## src/rtl/des_keysched_3_if.sv

```systemverilog
// Handshake bundle between a DES key-schedule generator and its subkey consumer.
interface des_keysched_3_if #(
  parameter int NUM_KEYS = 1
);
  logic                    start;
  logic                    decrypt;
  logic [64*NUM_KEYS-1:0]  key;
  logic                    abort;
  logic                    ready;
  logic                    busy;
  logic [47:0]             round_key;
  logic                    rk_valid;
  logic                    rk_ready;
  logic [3:0]              round_idx;
  logic [1:0]              pass_idx;
  logic                    last;
  logic                    done;

  modport master (
    output start, decrypt, key, abort, rk_ready,
    input  ready, busy, round_key, rk_valid, round_idx, pass_idx, last, done
  );

  modport slave (
    input  start, decrypt, key, abort, rk_ready,
    output ready, busy, round_key, rk_valid, round_idx, pass_idx, last, done
  );
endinterface

```

## src/rtl/des_keysched_3.sv

```systemverilog
// DES / 3DES round-key generator. Streams 16 PC-2 subkeys per pass over a
// valid/ready handshake, in encrypt (K1..K16) or decrypt (K16..K1) order,
// rotating C/D on every accepted subkey and reloading them at pass boundaries.
module des_keysched_3 #(
  parameter int NUM_KEYS = 1
) (
  input  logic            clk,
  input  logic            rst_n,
  des_keysched_3_if.slave bus
);

  localparam int         PASSES    = (NUM_KEYS == 1) ? 1 : 3;
  localparam logic [1:0] LAST_PASS = 2'(PASSES - 1);

  // DES bit numbers: bit 1 is the MSB of the source vector.
  localparam int PC1_TAB [56] = '{
    57, 49, 41, 33, 25, 17,  9,
     1, 58, 50, 42, 34, 26, 18,
    10,  2, 59, 51, 43, 35, 27,
    19, 11,  3, 60, 52, 44, 36,
    63, 55, 47, 39, 31, 23, 15,
     7, 62, 54, 46, 38, 30, 22,
    14,  6, 61, 53, 45, 37, 29,
    21, 13,  5, 28, 20, 12,  4
  };

  localparam int PC2_TAB [48] = '{
    14, 17, 11, 24,  1,  5,
     3, 28, 15,  6, 21, 10,
    23, 19, 12,  4, 26,  8,
    16,  7, 27, 20, 13,  2,
    41, 52, 31, 37, 47, 55,
    30, 40, 51, 45, 33, 48,
    44, 49, 39, 56, 34, 53,
    46, 42, 50, 36, 29, 32
  };

  typedef enum logic [1:0] {IDLE, RUN, DONE} state_t;

  function automatic logic [55:0] pc1(input logic [63:0] k);
    logic [55:0] r;
    r = '0;
    for (int i = 0; i < 56; i++) r = {r[54:0], k[6'(64 - PC1_TAB[i])]};
    return r;
  endfunction

  function automatic logic [47:0] pc2(input logic [55:0] cd);
    logic [47:0] r;
    r = '0;
    for (int i = 0; i < 48; i++) r = {r[46:0], cd[6'(56 - PC2_TAB[i])]};
    return r;
  endfunction

  function automatic logic [27:0] rol28(input logic [27:0] x, input logic one);
    return one ? {x[26:0], x[27]} : {x[25:0], x[27:26]};
  endfunction

  function automatic logic [27:0] ror28(input logic [27:0] x, input logic one);
    return one ? {x[0], x[27:1]} : {x[1:0], x[27:2]};
  endfunction

  // Rounds 1, 2, 9 and 16 (zero-based 0, 1, 8, 15) shift by one, others by two.
  function automatic logic shift_one(input logic [3:0] r);
    return (r == 4'd0) || (r == 4'd1) || (r == 4'd8) || (r == 4'd15);
  endfunction

  // Encrypt order walks k1,k2,k3; decrypt order walks k3,k2,k1.
  function automatic logic [63:0] pass_key(input logic [191:0] kv, input logic dec,
                                           input logic [1:0] p);
    logic [1:0] slot;
    slot = dec ? (2'd2 - p) : p;
    case (slot)
      2'd0:    return kv[63:0];
      2'd1:    return kv[127:64];
      default: return kv[191:128];
    endcase
  endfunction

  // Middle pass runs opposite to the outer ones (EDE / DED).
  function automatic logic pass_dir_d(input logic dec, input logic [1:0] p);
    return dec ^ (p == 2'd1);
  endfunction

  // Encrypt passes start pre-rotated by one so the first subkey is K1;
  // decrypt passes start unrotated, which is K16 (total rotation of 28).
  function automatic logic [55:0] prep(input logic [63:0] k, input logic dir_d);
    logic [55:0] cd;
    cd = pc1(k);
    if (!dir_d) cd = {rol28(cd[55:28], 1'b1), rol28(cd[27:0], 1'b1)};
    return cd;
  endfunction

  state_t                 state;
  logic                   ready_q;
  logic                   busy_q;
  logic                   valid_q;
  logic                   done_q;
  logic [64*NUM_KEYS-1:0] key_q;
  logic                   dec_q;
  logic [27:0]            c_q;
  logic [27:0]            d_q;
  logic [3:0]             step_q;
  logic [1:0]             pass_q;

  // Every mode is widened to three key slots; missing slots alias k1, which
  // also gives the k3 = k1 behaviour of 2-key 3DES.
  logic [191:0] key_in_ext;
  logic [191:0] key_q_ext;

  if (NUM_KEYS == 1) begin : g_one_key
    assign key_in_ext = {3{bus.key[63:0]}};
    assign key_q_ext  = {3{key_q[63:0]}};
  end else if (NUM_KEYS == 2) begin : g_two_keys
    assign key_in_ext = {bus.key[63:0], bus.key};
    assign key_q_ext  = {key_q[63:0], key_q};
  end else if (NUM_KEYS == 3) begin : g_three_keys
    assign key_in_ext = bus.key;
    assign key_q_ext  = key_q;
  end else begin : g_bad_num_keys
    $error("des_keysched_3: NUM_KEYS must be 1, 2 or 3");
    assign key_in_ext = '0;
    assign key_q_ext  = '0;
  end

  logic        dir_d;
  logic [3:0]  ridx;
  logic        hs;
  logic        end_of_pass;
  logic [1:0]  next_pass;
  logic [55:0] first_cd;
  logic [55:0] next_pass_cd;
  logic [55:0] step_cd;

  assign dir_d        = pass_dir_d(dec_q, pass_q);
  assign ridx         = dir_d ? ~step_q : step_q;
  assign hs           = valid_q && bus.rk_ready;
  assign end_of_pass  = (step_q == 4'd15);
  assign next_pass    = pass_q + 2'd1;
  assign first_cd     = prep(pass_key(key_in_ext, bus.decrypt, 2'd0), bus.decrypt);
  assign next_pass_cd = prep(pass_key(key_q_ext, dec_q, next_pass),
                             pass_dir_d(dec_q, next_pass));
  assign step_cd      = dir_d ?
      {ror28(c_q, shift_one(ridx)), ror28(d_q, shift_one(ridx))} :
      {rol28(c_q, shift_one(ridx + 4'd1)), rol28(d_q, shift_one(ridx + 4'd1))};

  // Control FSM plus key/C/D state; all handshake outputs are registered.
  always_ff @(posedge clk or negedge rst_n) begin
    if (!rst_n) begin
      state   <= IDLE;
      ready_q <= 1'b1;
      busy_q  <= 1'b0;
      valid_q <= 1'b0;
      done_q  <= 1'b0;
      key_q   <= '0;
      dec_q   <= 1'b0;
      c_q     <= '0;
      d_q     <= '0;
      step_q  <= '0;
      pass_q  <= '0;
    end else begin
      case (state)
        IDLE: begin
          done_q <= 1'b0;
          if (bus.start && !bus.abort) begin
            state   <= RUN;
            ready_q <= 1'b0;
            busy_q  <= 1'b1;
            valid_q <= 1'b1;
            key_q   <= bus.key;
            dec_q   <= bus.decrypt;
            {c_q, d_q} <= first_cd;
            step_q  <= '0;
            pass_q  <= '0;
          end
        end
        RUN: begin
          if (bus.abort) begin
            state   <= IDLE;
            ready_q <= 1'b1;
            busy_q  <= 1'b0;
            valid_q <= 1'b0;
          end else if (hs) begin
            if (end_of_pass && pass_q == LAST_PASS) begin
              state   <= DONE;
              busy_q  <= 1'b0;
              valid_q <= 1'b0;
              done_q  <= 1'b1;
            end else if (end_of_pass) begin
              pass_q     <= next_pass;
              step_q     <= '0;
              {c_q, d_q} <= next_pass_cd;
            end else begin
              step_q     <= step_q + 4'd1;
              {c_q, d_q} <= step_cd;
            end
          end
        end
        default: begin
          state   <= IDLE;
          ready_q <= 1'b1;
          done_q  <= 1'b0;
        end
      endcase
    end
  end

  assign bus.ready     = ready_q;
  assign bus.busy      = busy_q;
  assign bus.rk_valid  = valid_q;
  assign bus.done      = done_q;
  assign bus.round_key = pc2({c_q, d_q});
  assign bus.round_idx = ridx;
  assign bus.pass_idx  = pass_q;
  assign bus.last      = valid_q && (pass_q == LAST_PASS) && end_of_pass;

endmodule

```

## src/flat_wrapper.sv

```systemverilog
// flat-port wrapper written by rule: the top's interface ports become plain ports
module des_keysched_3_flat 
#(
  parameter int NUM_KEYS = 1
)
  (clk, rst_n, bus_start, bus_decrypt, bus_key, bus_abort, bus_rk_ready, bus_ready, bus_busy, bus_round_key, bus_rk_valid, bus_round_idx, bus_pass_idx, bus_last, bus_done);
  des_keysched_3_if #(.NUM_KEYS(NUM_KEYS)) bus_i ();
  input  logic clk;
  input  logic rst_n;
  input wire logic [$bits(bus_i.start)-1:0] bus_start;
  input wire logic [$bits(bus_i.decrypt)-1:0] bus_decrypt;
  input wire logic [$bits(bus_i.key)-1:0] bus_key;
  input wire logic [$bits(bus_i.abort)-1:0] bus_abort;
  input wire logic [$bits(bus_i.rk_ready)-1:0] bus_rk_ready;
  output wire logic [$bits(bus_i.ready)-1:0] bus_ready;
  output wire logic [$bits(bus_i.busy)-1:0] bus_busy;
  output wire logic [$bits(bus_i.round_key)-1:0] bus_round_key;
  output wire logic [$bits(bus_i.rk_valid)-1:0] bus_rk_valid;
  output wire logic [$bits(bus_i.round_idx)-1:0] bus_round_idx;
  output wire logic [$bits(bus_i.pass_idx)-1:0] bus_pass_idx;
  output wire logic [$bits(bus_i.last)-1:0] bus_last;
  output wire logic [$bits(bus_i.done)-1:0] bus_done;
  assign bus_i.start = bus_start;
  assign bus_i.decrypt = bus_decrypt;
  assign bus_i.key = bus_key;
  assign bus_i.abort = bus_abort;
  assign bus_i.rk_ready = bus_rk_ready;
  assign bus_ready = bus_i.ready;
  assign bus_busy = bus_i.busy;
  assign bus_round_key = bus_i.round_key;
  assign bus_rk_valid = bus_i.rk_valid;
  assign bus_round_idx = bus_i.round_idx;
  assign bus_pass_idx = bus_i.pass_idx;
  assign bus_last = bus_i.last;
  assign bus_done = bus_i.done;
  des_keysched_3 #(.NUM_KEYS(NUM_KEYS)) u_core (.clk(clk), .rst_n(rst_n), .bus(bus_i));
endmodule
```

## config.mk

```make
export PLATFORM = sky130hd
export DESIGN_NAME = des_keysched_3_flat
export DESIGN_NICKNAME = d
export VERILOG_FILES = /design/src/rtl/des_keysched_3_if.sv /design/src/rtl/des_keysched_3.sv /design/src/flat_wrapper.sv
export SDC_FILE = /design/constraint.sdc
export NUM_CORES = 1
export LEC_CHECK = 0
export BUFFER_PORTS_ARGS = -buffer_cell sky130_fd_sc_hd__buf_2
export CAP_MARGIN = 20
export CORE_UTILIZATION = 35
export DETAILED_ROUTE_END_ITERATION = 6
export PLACE_DENSITY = 0.55
export SLEW_MARGIN = 20
export SYNTH_ARGS = -nofsm -noshare
export SYNTH_HDL_FRONTEND = slang
export SYNTH_SLANG_ARGS = --single-unit
```

## constraint.sdc

```tcl
create_clock -name clk -period 2.14 [get_ports clk]
set_input_delay 0.321 -clock clk [delete_from_list [all_inputs] [get_ports clk]]
set_output_delay 0.321 -clock clk [all_outputs]
set_load 0.02 [all_outputs]
```

== After elaboration in Yosys (flattened, before gate mapping) ==
Index checks and enable logic that the tools add are counted.

* Add/subtract/negate cells: 3
* Eq/ne operators: 19
* Multiplexer cells: 49
* Bitwise gates (word level): 3
* Reduce and logical (&&, ||, !) cells: 24

{| class="wikitable"
|+ Operators with widths
! kind !! count
|-
| $mux 28 || 14
|-
| $mux 56 || 3
|-
| $pmux 28 s2 || 2
|-
| $mux 4 || 6
|-
| $eq 4x4->1 const B || 5
|-
| $mux 2 || 9
|-
| $mux 1 || 10
|-
| $add 4x1->4 const B || 2
|-
| $eq 4x1->1 const B || 2
|-
| $logic_not 4->1 || 2
|-
| $ne 2x1->1 const B || 4
|-
| $pmux 2 s2 || 2
|-
| $pmux 4 s2 || 1
|-
| $eq 2x1->1 const B || 3
|-
| $logic_or 1x1->1 || 6
|-
| $ne 2x2->1 const B || 3
|-
| $ne 3x2->1 const B || 2
|-
| $reduce_and 3->1 || 2
|-
| $reduce_and 6->1 || 1
|-
| $logic_and 1x1->1 || 5
|-
| $reduce_and 5->1 || 1
|-
| $logic_not 2->1 || 2
|-
| $not 4->4 || 1
|-
| $pmux 1 s2 || 2
|-
| other kinds (6) || 8
|}

* Register bits after elaboration: 100
* Input bits: 70
* Output and inout bits: 59
* Logic and storage cells: 108

== Longest topological paths before layout ==
Gate-level depths: netlist of run 1.

* Depth after elaboration: 15
* Gate-level depth with buffers: 10

== Worst setup path before layout of run 1 ==
OpenSTA, ideal clock, no wires.

* Kind: register to register
* From: register u_core.pass_q[1], in the netlist u_core.bus.pass_idx[1]
* To: register u_core.d_q[23]
* Library setup time: 0.126 ns
* Arrival: 2.263 ns
* Required time: 2.014 ns
* Slack: -0.249 ns
* Stages on the path, launching flop included: 10
* Buffers on the path: 2
* Cell sequence: dfrtp_1 > inv_1 > ha_1 > xnor2_4 > nand4_1 > and4_1 > buf_4 > buf_6 > mux2_4 > a221o_1

* Cells in the longest elaborated chain, start to end: 15

{| class="wikitable"
|+ RTL lines
! item !! RTL line !! text
|-
| from (decl) || des_keysched_3.sv:103 || <nowiki>logic [1:0] pass_q;</nowiki>
|-
| from (signal assigned) || des_keysched_3.sv:189 || <nowiki>pass_q <= next_pass;</nowiki>
|-
| $eq 2x1->1 || des_keysched_3.sv:81 || <nowiki>return dec ^ (p == 2'd1);</nowiki>
|-
| $xor 1x1->1 || des_keysched_3.sv:81 ||
|-
| $mux 4 || des_keysched_3.sv:135 || <nowiki>assign ridx = dir_d ? ~step_q : step_q;</nowiki>
|-
| $add 4x1->4 || des_keysched_3.sv:144 || <nowiki>{rol28(c_q, shift_one(ridx + 4'd1)), rol28(d_q, shift_one(ridx + 4'd1))};</nowiki>
|-
| $eq 4x1->1 / $logic_not 4->1 (equally long branches) || des_keysched_3.sv:64 || <nowiki>return (r == 4'd0) || (r == 4'd1) || (r == 4'd8) || (r == 4'd15);</nowiki>
|-
| $logic_or 1x1->1 (3 in a row) || des_keysched_3.sv:64 ||
|-
| $mux 28 || des_keysched_3.sv:55 || <nowiki>return one ? {x[26:0], x[27]} : {x[25:0], x[27:26]};</nowiki>
|-
| $mux 56 || des_keysched_3.sv:142 || <nowiki>assign step_cd = dir_d ?</nowiki>
|-
| $mux 28 || des_keysched_3.sv:188 || <nowiki>end else if (end_of_pass) begin</nowiki>
|-
| $mux 28 || des_keysched_3.sv:183 || <nowiki>if (end_of_pass && pass_q == LAST_PASS) begin</nowiki>
|-
| $mux 28 || des_keysched_3.sv:182 || <nowiki>end else if (hs) begin</nowiki>
|-
| $mux 28 || des_keysched_3.sv:177 || <nowiki>if (bus.abort) begin</nowiki>
|-
| $pmux 28 s2 || des_keysched_3.sv:161 || <nowiki>case (state)</nowiki>
|-
| to (signal assigned) || des_keysched_3.sv:171 || <nowiki>{c_q, d_q} <= first_cd;</nowiki>
|-
| to (signal assigned) || des_keysched_3.sv:191 || <nowiki>{c_q, d_q} <= next_pass_cd;</nowiki>
|-
| to (signal assigned) || des_keysched_3.sv:194 || <nowiki>{c_q, d_q} <= step_cd;</nowiki>
|-
| to (decl) || des_keysched_3.sv:101 || <nowiki>logic [27:0] d_q;</nowiki>
|}

Several ways; a longest one is shown, not always the timed one. The select of a mux whose other input is x is not followed.
A chain may end at the register's enable or synchronous reset.

== Final worst setup path of run 1 ==
* From: register u_core.pass_q[0], in the netlist u_core.bus.pass_idx[0]
* To: register u_core.d_q[22]

The elaborated chain is that of the path after synthesis.

==> impl_metrics.csv, run 1 <==
group,metric,value,unit
floorplan,coreArea,0.0195,mm^2
pwr,powerDensity,875,mW/mm^2
grt,overflow,0,
layout,final_nets,910,
setup_path,end_kind,"flip-flop",
drt,highest_layer,"met4",
layout,fillerInstances,1965,
clocking,cts.sinks,96,
pwr,power_leakage,3.83,nW
floorplan,io_pins,129,
drt,vias_per_cell,5.65,
layout,final_cells,1106,
drt,drc,0,
setup_path,regToRegEndpoint,"u_core.d_q[22]$_DFFE_PN0P_",
worst_hold_path,hold_class,"input pin to flip-flop",
drt,routed_wl,21.8,mm
floorplan,die_h,143,um
clocking,cts_tree,"yes",
placement,dp_hpwl,15.0,mm
logic_synthesis,avgSynthCellArea,9.21,um^2
setup_path,reg2reg_depth,7,
sta,period_share,0.995,
logic_synthesis,ys.warnings.count,0,
pwr,p_sw_frac,0.385,
drt,drt_iter0_markers,417,
placement,dp_cells,1079,
logic_synthesis,ys_seq_area_frac,0.344,
clocking,cts_buffers,9,
sta,hold_violations,0,
sta,min_period,2.13,ns
layout,n_antenna_cell,0,
sta,maxSlewHeadroom,0.623,
logic_synthesis,synth_area,0.00699,mm^2
setup_path,r2r_slack,0.01,ns
grt,groute.usage.overall,0.212,
placement,place_area,0.00788,mm^2
logic_synthesis,yosys-top-cells-count,"nand2_1 (134), mux2i_1 (96), dfrtp_1 (95)",
pwr,vdd_drop_max,0.000440,V
logic_synthesis,ys_ff_latch,96,
logic_synthesis,synthCells,759,
drt,met3_length,944,um
setup_path,cp.arrival,2.38,ns
sta,setup_viol,0,
drt,wl_met1,10.9,mm
setup_path,start_kind,"flip-flop",
floorplan,die_w,143,um
placement,routabilityCongestion,0.812,
grt,grt_max_degree,60,
drt,firstDrtPassIters,5,
pwr,power_frac_clock,0.232,
drt,num_vias,6244,
logic_synthesis,yosys.area.top_type_share,0.340,
logic_synthesis,synth_edf_count,0,
logic_synthesis,ys_top_cells_by_area,"dfrtp_1 (34%), mux2i_1 (14%), mux2_2 (8.2%)",
setup_path,startpoint,"u_core.bus.pass_idx[0]$_DFFE_PN0P_",
sta,worst-slew-pin-transition,0.565,ns
clocking,cts_buffer_depth,2,
sta,clock_skew,0.0154,ns
grt,antenna_found_initial,0,
sta,grt_setup_unrepaired,"yes",
pwr,p_comb_frac,0.403,
clocking,h-tree-depth,3,
layout,regArea,0.00241,mm^2
floorplan,dieArea,0.0205,mm^2
setup_path,worstPathMaxFanout,13,
placement,portBuffers,71,
grt,grt_pass1_vias,5832,
logic_synthesis,yosysMostFrequentCell,"nand2_1",
worst_hold_path,holdCritStartpoint,"bus_key[22]",
drt,antenna_left,0,
sta,maxSlewViolCount,0,
clocking,clk_latency,0.37,ns
logic_synthesis,synth_top_cell_by_area,"dfrtp_1",
floorplan,rows,51,
layout,multiInputGateArea,0.00426,mm^2
status,status,"completed",
setup_path,r2r-start,"u_core.bus.pass_idx[0]$_DFFE_PN0P_",
drt,routed-wl-met2,9.50,mm
clocking,clock-root-buffer,"clkbuf_16",
layout,syn_to_final_growth,22.9,%
logic_synthesis,async_flop_share,1.00,
grt,grt_pass1_wl,33.3,mm
setup_path,crit_end,"u_core.d_q[22]$_DFFE_PN0P_",
pwr,p_seq_frac,0.365,
run,cap_violations,0,
layout,finish.instance_area,0.00859,mm^2
logic_synthesis,synth-main-ff-cell,"dfrtp_1",
logic_synthesis,ys_types,49,
sta,timing.fmax,470,MHz
setup_path,critPathKind,"flip-flop to flip-flop",
pwr,switchingPower,0.00289,W
pwr,intPower,0.00463,W
setup_path,cp.required,2.39,ns
layout,drive_above_1_share,0.315,
clocking,cts.clk_slew.worst_paths,0.08,ns
drt,wire_per_inst,19.7,um
floorplan,start_util,0.358,
## sequential cells by signal, summed over array words and instances (netlist names)
name,count
u_core.bus.busy,1
u_core.key_q,28
u_core.bus.done,1
u_core.c_q,28
u_core.bus.ready,1
u_core.bus.pass_idx,2
u_core.d_q,28
u_core.dec_q,1
u_core.step_q,4
u_core.state,2
## worst min path at each step
stage / endpoint / slack, ns / cells after the start
floorplan: u_core.bus.busy$_DFFE_PN0P_ / 0.03 / 0
global placement: u_core.c_q[4]$_DFFE_PN0P_ / 0.34 / 2
detailed placement: u_core.c_q[4]$_DFFE_PN0P_ / 0.33 / 2
CTS: u_core.state[0]$_DFFE_PN0P_ / 0.21 / 2
global route: u_core.key_q[22]$_DFFE_PN0P_ / 0.22 / 2
finish: u_core.key_q[22]$_DFFE_PN0P_ / 0.22 / 2
## power by group through the flow
stage / combinational (W) / sequential (W) / clock (W)
2_1_floorplan: 0.00209 / 0.00254 / 0
6_report: 0.00303 / 0.00274 / 0.00175
5_1_grt: 0.00325 / 0.00280 / 0.00184
4_1_cts: 0.00279 / 0.00270 / 0.00177
3_3_place_gp: 0.00275 / 0.00274 / 0
3_5_place_dp: 0.00277 / 0.00274 / 0
## cell type report
class	instances	area share
clock buffers	12	0.0299
well taps	265	0.0386
inverters	5	0.00218
repair buffers	151	0.148
multi-input cells	573	0.495
flip-flops and latches	96	0.280
clock inverters	4	0.00612
## critical path: stages (launching register included)
cell,delay [ns]
dfrtp_2,0.43
ha_4,0.20
xnor2_4,0.16
o21ai_2,0.16
and4_4,0.25
buf_12,0.15
mux2_2,0.35
a221o_1,0.31
## placed cells by master, fill, tap and decap left out, types with 16 or more instances in the layout
cell type	n
dfrtp_1	92
o22ai_1	30
o21ai_0	29
conb_1	21
mux2_2	37
mux2i_1	89
nand2_1	128
o221ai_1	21
a31oi_1	16
buf_4	54
buf_2	67
o211ai_1	16
a21oi_1	27
## cell families (layout without fill, tap and decap cells)
group                    Yosys count  count (layout)  synth area share
AO/OA/AOI/OAI                    200             200             0.195
XOR/XNOR                           8               8            0.0138
adder cells (fa/ha/maj)            4               4           0.00716
buffers and inverters            110             172            0.0907
flip-flops                        96              96             0.344
multiplexers                     152             152             0.235
other                              1              21          0.000536
AND/OR/NAND/NOR                  188             188             0.115
## timing repair
item | 4_1_cts | 5_1_grt
setup buffers | 0 | 4
pin swaps | 0 | 18
gates cloned | 0 | 6
hold buffers | 1 | 0
endpoints found under the setup margin | 17 | 54
endpoints found under the hold margin | 37 | 0
gates resized for setup | 4 | 53
## through the flow
step | utilization | setup TNS (ns) | power, W | worst slack (ns) | hold slack [ns]
6_report | 0.440 | 0 | 0.00752 | 0.0102 | 0.215
5_1_grt | 0.440 | -0.671 | 0.00789 | -0.0564 | 0.222
4_1_cts | 0.421 | 0 | 0.00726 | 0.00297 | 0.212
3_5_place_dp | 0.404 | -0.0445 | 0.00550 | -0.0104 | 0.325
3_3_place_gp | 0.404 | 0 | 0.00549 | 0.0114 | 0.338
2_1_floorplan | - | -0.0813 | 0.00463 | -0.0813 | 0.0254
## metal layers
layer,vias to the layer above,track usage
li1,2919,-
met1,3128,0.314
met2,170,0.313
met3,27,0.0237
met4,0,0.0834
met5,-,0
No activity file was read; power rests on OpenSTA's default activity.
==> inputs of run 2 (changes only) <==
Settings changed: ABC_AREA set to 1.
==> impl_metrics.csv, run 2 <==
group,metric,value,unit
status,status,"finished, violations left",
status,violations,"setup timing",
clocking,clock-root-buffer,"clkbuf_16",
floorplan,io_pins,129,
setup_path,start_kind,"flip-flop",
clocking,cts.clk_slew.worst_paths,0.08,ns
setup_path,max_stage_delay,0.42,ns
logic_synthesis,synthXorXnorAreaFrac,0.00122,
clocking,h-tree-depth,3,
grt,grt_pass1_wl,36.9,mm
pwr,p_sw_frac,0.485,
setup_path,critPathKind,"flip-flop to flip-flop",
logic_synthesis,synth_top_family_by_area,"simple AND/OR/NAND/NOR gates",
logic_synthesis,async_flop_share,1.00,
clocking,cts_tree,"yes",
layout,drive_above_1_share,0.237,
pwr,intPower,0.00683,W
grt,overflow,0,
sta,setup_viol,55,
logic_synthesis,ys_top_cells_by_area,"dfrtp_1 (33%), nand2_1 (10%), o21ai_0 (8.9%)",
sta,worst-slew-pin-transition,0.611,ns
clocking,clk_latency,0.36,ns
floorplan,die_h,145,um
grt,grt_max_degree,57,
placement,dpl_worst_slack,-0.257,ns
setup_path,end_kind,"flip-flop",
setup_path,path_buf_inv,5,
pwr,power_leakage,4.32,nW
pwr,vdd_drop_max,0.000739,V
layout,mostFrequentLayoutCells,"nand2_1 (164), o21ai_0 (111), nor2_1 (109), inv_1 (108), dfrtp_1 (93)",
clocking,cts_buffers,9,
pwr,p_comb_frac,0.657,
layout,fillerInstances,2097,
drt,antenna_left,0,
grt,antenna_found_initial,0,
logic_synthesis,avgSynthCellArea,6.44,um^2
sta,hold_violations,0,
logic_synthesis,synth_compound_area_frac,0.240,
logic_synthesis,synth_edf_count,0,
sta,timing.fmax,444,MHz
pwr,power,0.0133,W
drt,vias_per_cell,5.20,
placement,place_area,0.00779,mm^2
floorplan,dieArea,0.0210,mm^2
drt,num_vias,7482,
sta,min_period,2.25,ns
sta,maxSlewHeadroom,0.592,
logic_synthesis,ys_seq_area_frac,0.336,
placement,dp_hpwl,15.5,mm
setup_path,worstPathMaxFanout,12,
drt,firstDrtPassIters,5,
logic_synthesis,ys_types,32,
drt,drc,0,
floorplan,coreArea,0.0198,mm^2
layout,layout_commonest_cell,"nand2_1",
logic_synthesis,synth-simple-area-share,0.255,
logic_synthesis,synth-main-ff-cell,"dfrtp_1",
setup_path,path_cells,"inv_4, ha_4, inv_4, nand2_4, nand3_1, nand2_2, inv_4, nor2_4, nand2_4, nand2_4, buf_12, buf_12, o21ai_1, o21ai_1, o21ai_1",
grt,groute.usage.overall,0.218,
clocking,cts.sinks,96,
worst_hold_path,hold_class,"input pin to flip-flop",
clocking,cts_buffer_depth,2,
layout,regArea,0.00241,mm^2
logic_synthesis,yosys.area.top_type_share,0.332,
logic_synthesis,yosys-top-cells-count,"nand2_1 (199), o21ai_0 (127), nor2_1 (117)",
pwr,power_frac_clock,0.129,
placement,routabilityCongestion,0.818,
sta,holdWs,0.206,ns
layout,finish.instance_area,0.00899,mm^2
floorplan,rows,51,
logic_synthesis,synthCells,1111,
pwr,p_seq_frac,0.214,
placement,portBuffers,71,
setup_path,slowest_stage,"dfrtp_2",
layout,syn_to_final_growth,25.7,%
logic_synthesis,ys.warnings.count,0,
sta,maxSlewViolCount,0,
logic_synthesis,synth_area,0.00716,mm^2
logic_synthesis,synth_top_cell_by_area,"dfrtp_1",
pwr,powerDensity,1470,mW/mm^2
pwr,switchingPower,0.00643,W
drt,drt_iter0_markers,515,
layout,final_nets,1243,
logic_synthesis,synth_fa_ha_area_frac,0.00699,
logic_synthesis,ys_ff_latch,96,
drt,routed_wl,23.4,mm
setup_path,cp.required,2.38,ns
layout,largestRegisters,"u_core.c_q: 28 flops, u_core.d_q: 28 flops, u_core.key_q: 28 flops",
floorplan,die_w,145,um
sta,period_share,1.05,
run,cap_violations,0,
setup_path,cp.arrival,2.49,ns
sta,clock_skew,0.0104,ns
sta,layout_setup_ws,-0.110,ns
logic_synthesis,muxShareOfSynthArea,0,
logic_synthesis,yosysMostFrequentCell,"nand2_1",
setup_path,critPathTopFamily,"simple AND/OR/NAND/NOR gates",
layout,multiInputGateArea,0.00413,mm^2
grt,grt_pass1_vias,6763,
drt,wire_per_inst,16.3,um
sta,grt_setup_unrepaired,"yes",
layout,n_antenna_cell,0,
floorplan,start_util,0.362,
## run 2: changes by cell type in the layout (fill, tap and decap cells not counted), sizes merged, moves of 8 or more
cell / change
o21ai: +161
inv: +110
nor2: +105
mux2i: -96
nand3: +93
nand2: +72
a21oi: +52
mux2: -52
o221ai: -22
o211ai: -16
a211oi: -15
a221o: -8
a311oi: -8
## run 2: repair_timing
item,CTS,global route
pin swaps,14,60
endpoints found under the setup margin,59,59
setup buffers,4,6
resized for setup,67,101
hold buffers,1,0
gates cloned,4,7
hold endpoints to repair,35,0
## run 2: routing by layer
metal  up-vias  share of wire  global-route usage
li1       3709              -                   -
met4         0          0.011              0.0505
met1      3507           0.50               0.341
met3        20          0.066              0.0267
met2       246           0.42               0.311
met5         -              0                   0
## run 2: cell type report
class / count / area share
multi-input cells: 794 / 0.460
flip-flops and latches: 96 / 0.268
repair buffers: 153 / 0.153
inverters: 115 / 0.0502
well taps: 265 / 0.0369
clock buffers: 10 / 0.0255
clock inverters: 6 / 0.00751
## run 2: final timing paths
path | endpoint | startpoint | cells past startpoint | slack [ns]
max | u_core.d_q[17]$_DFFE_PN0P_ | u_core.bus.pass_idx[1]$_DFFE_PN0P_ | 15 | -0.11
min | u_core.key_q[2]$_DFFE_PN0P_ | bus_key[2] | 3 | 0.21
max reg2reg | u_core.d_q[17]$_DFFE_PN0P_ | u_core.bus.pass_idx[1]$_DFFE_PN0P_ | 15 | -0.11
min reg2reg | u_core.bus.ready$_DFFE_PN1P_ | u_core.bus.ready$_DFFE_PN1P_ | 2 | 0.49
max in group asynchronous | u_core.bus.ready$_DFFE_PN1P_ | rst_n | 3 | 0.96
min in group asynchronous | u_core.key_q[10]$_DFFE_PN0P_ | rst_n | 2 | 0.49
## run 2: power by group through the flow
stage | logic (W) | clock network, W | registers [W]
6_report | 0.00872 | 0.00171 | 0.00284
4_1_cts | 0.00757 | 0.00173 | 0.00281
2_1_floorplan | 0.00471 | 0 | 0.00270
5_1_grt | 0.00950 | 0.00180 | 0.00291
3_3_place_gp | 0.00637 | 0 | 0.00282
3_5_place_dp | 0.00642 | 0 | 0.00282
## run 2: stage by stage
step / util / instances / setup TNS [ns]
finish: 0.455 / 1439 / -2.63
global route: 0.455 / 1439 / -10.56
CTS: 0.429 / 1427 / -0.558
detailed placement: 0.394 / 1402 / -10.22
global placement: 0.394 / 1402 / -7.40
floorplan: - / 1131 / -0.206
## run 2: worst register-to-register path, cell delays in order, from the launching register on
cell and delay [ns]:
dfrtp_2 0.42, inv_4 0.08, ha_4 0.19, inv_4 0.06, nand2_4 0.06, nand3_1 0.09
nand2_2 0.13, inv_4 0.06, nor2_4 0.10, nand2_4 0.09, nand2_4 0.13, buf_12 0.16
buf_12 0.15, o21ai_1 0.07, o21ai_1 0.23, o21ai_1 0.10
## run 2: cells by family (layout without fill, tap and decap cells)
family / Yosys count / count (layout)
buffers and inverters: 242 / 284
AOI/OAI and AO/OA: 327 / 327
adders and majority gates: 4 / 4
other: 1 / 21
and+or+nand+nor: 440 / 441
xor gates and xnor gates: 1 / 1
DFF: 96 / 96
==> inputs of run 3 (changes only) <==
Settings changed: PLACE_DENSITY 0.55 to 0.53.
Clock period 2.14 ns to 2.7 ns, I/O delays scaled along.
==> impl_metrics.csv, run 3 (synthesis gave the netlist of run 2 again) <==
group,metric,value,unit
placement,portBuffers,71,
sta,setup_viol,0,
pwr,vdd_drop_max,0.000407,V
pwr,powerDensity,1060,mW/mm^2
pwr,power,0.00822,W
setup_path,max_stage_delay,0.37,ns
grt,grt_max_degree,63,
pwr,power_leakage,3.81,nW
setup_path,critPathTopFamily,"simple AND/OR/NAND/NOR gates",
sta,maxSlewViolCount,0,
setup_path,slowest_stage,"dfrtp_1",
floorplan,coreArea,0.0198,mm^2
clocking,clock-root-buffer,"clkbuf_16",
grt,grt_pass1_vias,6460,
clocking,cts.sinks,96,
run,cap_violations,0,
sta,grt_setup_unrepaired,"yes",
drt,num_vias,7130,
drt,vias_per_cell,5.15,
sta,maxSlewHeadroom,0.492,
layout,n_antenna_cell,0,
floorplan,io_pins,129,
clocking,cts_buffer_depth,2,
worst_hold_path,hold_class,"input pin to async pin",
layout,post-route-util,0.393,
floorplan,start_util,0.362,
drt,drt_iter0_markers,601,
layout,drive_above_1_share,0.116,
drt,drc,0,
sta,period_share,0.945,
drt,wire_per_inst,15.8,um
layout,syn_to_final_growth,8.53,%
setup_path,path_buf_inv,3,
layout,largestRegisters,"u_core.c_q: 28 flops, u_core.d_q: 28 flops, u_core.key_q: 28 flops",
clocking,cts.clk_slew.worst_paths,0.08,ns
placement,dp_hpwl,15.0,mm
clocking,h-tree-depth,3,
layout,fillerInstances,2203,
grt,overflow,0,
setup_path,critPathKind,"flip-flop to flip-flop",
sta,worst-slew-pin-transition,0.761,ns
sta,min_period,2.55,ns
clocking,cts_tree,"yes",
setup_path,cp.arrival,2.77,ns
sta,timing.fmax,392,MHz
setup_path,end_kind,"flip-flop",
setup_path,start_kind,"flip-flop",
placement,routabilityCongestion,0.797,
clocking,cts_buffers,9,
layout,final_nets,1189,
sta,holdWs,0.0682,ns
setup_path,worstPathMaxFanout,23,
sta,tns,0,ns
setup_path,cp.required,2.92,ns
floorplan,die_h,145,um
drt,antenna_left,0,
layout,mostFrequentLayoutCells,"nand2_1 (199), o21ai_0 (126), nor2_1 (117), inv_1 (111), nand3_1 (102)",
drt,firstDrtPassIters,7,
status,status,"completed",
setup_path,path_cells,"inv_1, ha_1, inv_1, nand2_1, nand2_2, nand2_1, nand2_1, nor2_2, o21ai_4, nand2_1, buf_6, o21ai_1, o21ai_0, o22ai_1",
floorplan,die_w,145,um
drt,routed_wl,21.9,mm
clocking,cts_setup_buffers,0,
grt,groute.usage.overall,0.210,
layout,layout_commonest_cell,"nand2_1",
setup_path,crit_top_cell,"nand2_1",
sta,clock_skew,0.0100,ns
floorplan,dieArea,0.0210,mm^2
clocking,clk_latency,0.36,ns
grt,antenna_found_initial,0,
floorplan,rows,51,
grt,grt_pass1_wl,35.7,mm
sta,hold_violations,0,
run 3: cell types whose count changed in the layout (fill, tap and decap cells not counted), moves of 8 or more:
cell     delta
o21ai_0    +15
nand3_1    +18
buf_12     -11
o21ai_1    -14
nand2_4    -10
nand3_2    -17
a21oi_2    -21
buf_6       -8
buf_4      -24
nand2_1    +35
nand2_2    -23
nor2_1      +8
a21oi_1    +22
run 3: area by class of cell:
cell class	count	area, um^2	share of cell area
repair buffers	100	642	0.0826
multi-input cells	793	3690	0.475
well taps	265	332	0.0427
clock inverters	2	15.0	0.00193
inverters	115	434	0.0559
clock buffers	14	254	0.0327
flip-flops and latches	96	2400	0.309
run 3: per-stage QoR:
stage               setup WS [ns]  instance area, um^2  instances
floorplan                   0.486                 7230       1131
global placement            0.190                 7490       1369
detailed placement          0.154                 7490       1369
CTS                         0.133                 7760       1385
global route              -0.0704                 7770       1385
finish                      0.148                 7770       1385
run 3: final timing paths:
path / startpoint / endpoint / slack, ns / cells after the start
setup / recovery: u_core.bus.pass_idx[1]$_DFFE_PN0P_ / u_core.d_q[1]$_DFFE_PN0P_ / 0.15 / 14
setup reg to reg: u_core.bus.pass_idx[1]$_DFFE_PN0P_ / u_core.d_q[1]$_DFFE_PN0P_ / 0.15 / 14
min in group clk: bus_key[2] / u_core.key_q[2]$_DFFE_PN0P_ / 0.29 / 3
hold reg to reg: u_core.c_q[17]$_DFFE_PN0P_ / u_core.c_q[17]$_DFFE_PN0P_ / 0.49 / 2
hold / removal: rst_n / u_core.d_q[14]$_DFFE_PN0P_ / 0.07 / 1
max in group asynchronous: rst_n / u_core.key_q[1]$_DFFE_PN0P_ / 1.92 / 2
run 3: worst reg2reg max path, delay by kind of cell (launching register included):
family | cells | cell delay [ns]
AO/OA/AOI/OAI | 4 | 0.56
adder cells (fa/ha/maj) | 1 | 0.29
buffers and inverters | 3 | 0.47
flip-flops | 1 | 0.37
AND/OR/NAND/NOR | 6 | 0.75
run 3: timing repair:
item | CTS | global route
hold buffers | 0 | 0
setup endpoints to repair | 0 | 29
endpoints found under the hold margin | 0 | 0
resized for setup | 0 | 5
run 3: report_power, final:
group | total, W | switching [W] | internal, W
clock | 0.00124 | 0.000590 | 0.000654
combinational | 0.00475 | 0.00322 | 0.00152
sequential | 0.00222 | 0.000385 | 0.00184
run 3: layer usage:
metal,vias up,routed length [um],global-route usage
met5,-,0,0
met4,0,250,0.0559
met2,231,8830,0.289
li1,3616,-,-
met3,17,1370,0.0299
met1,3266,11400,0.333
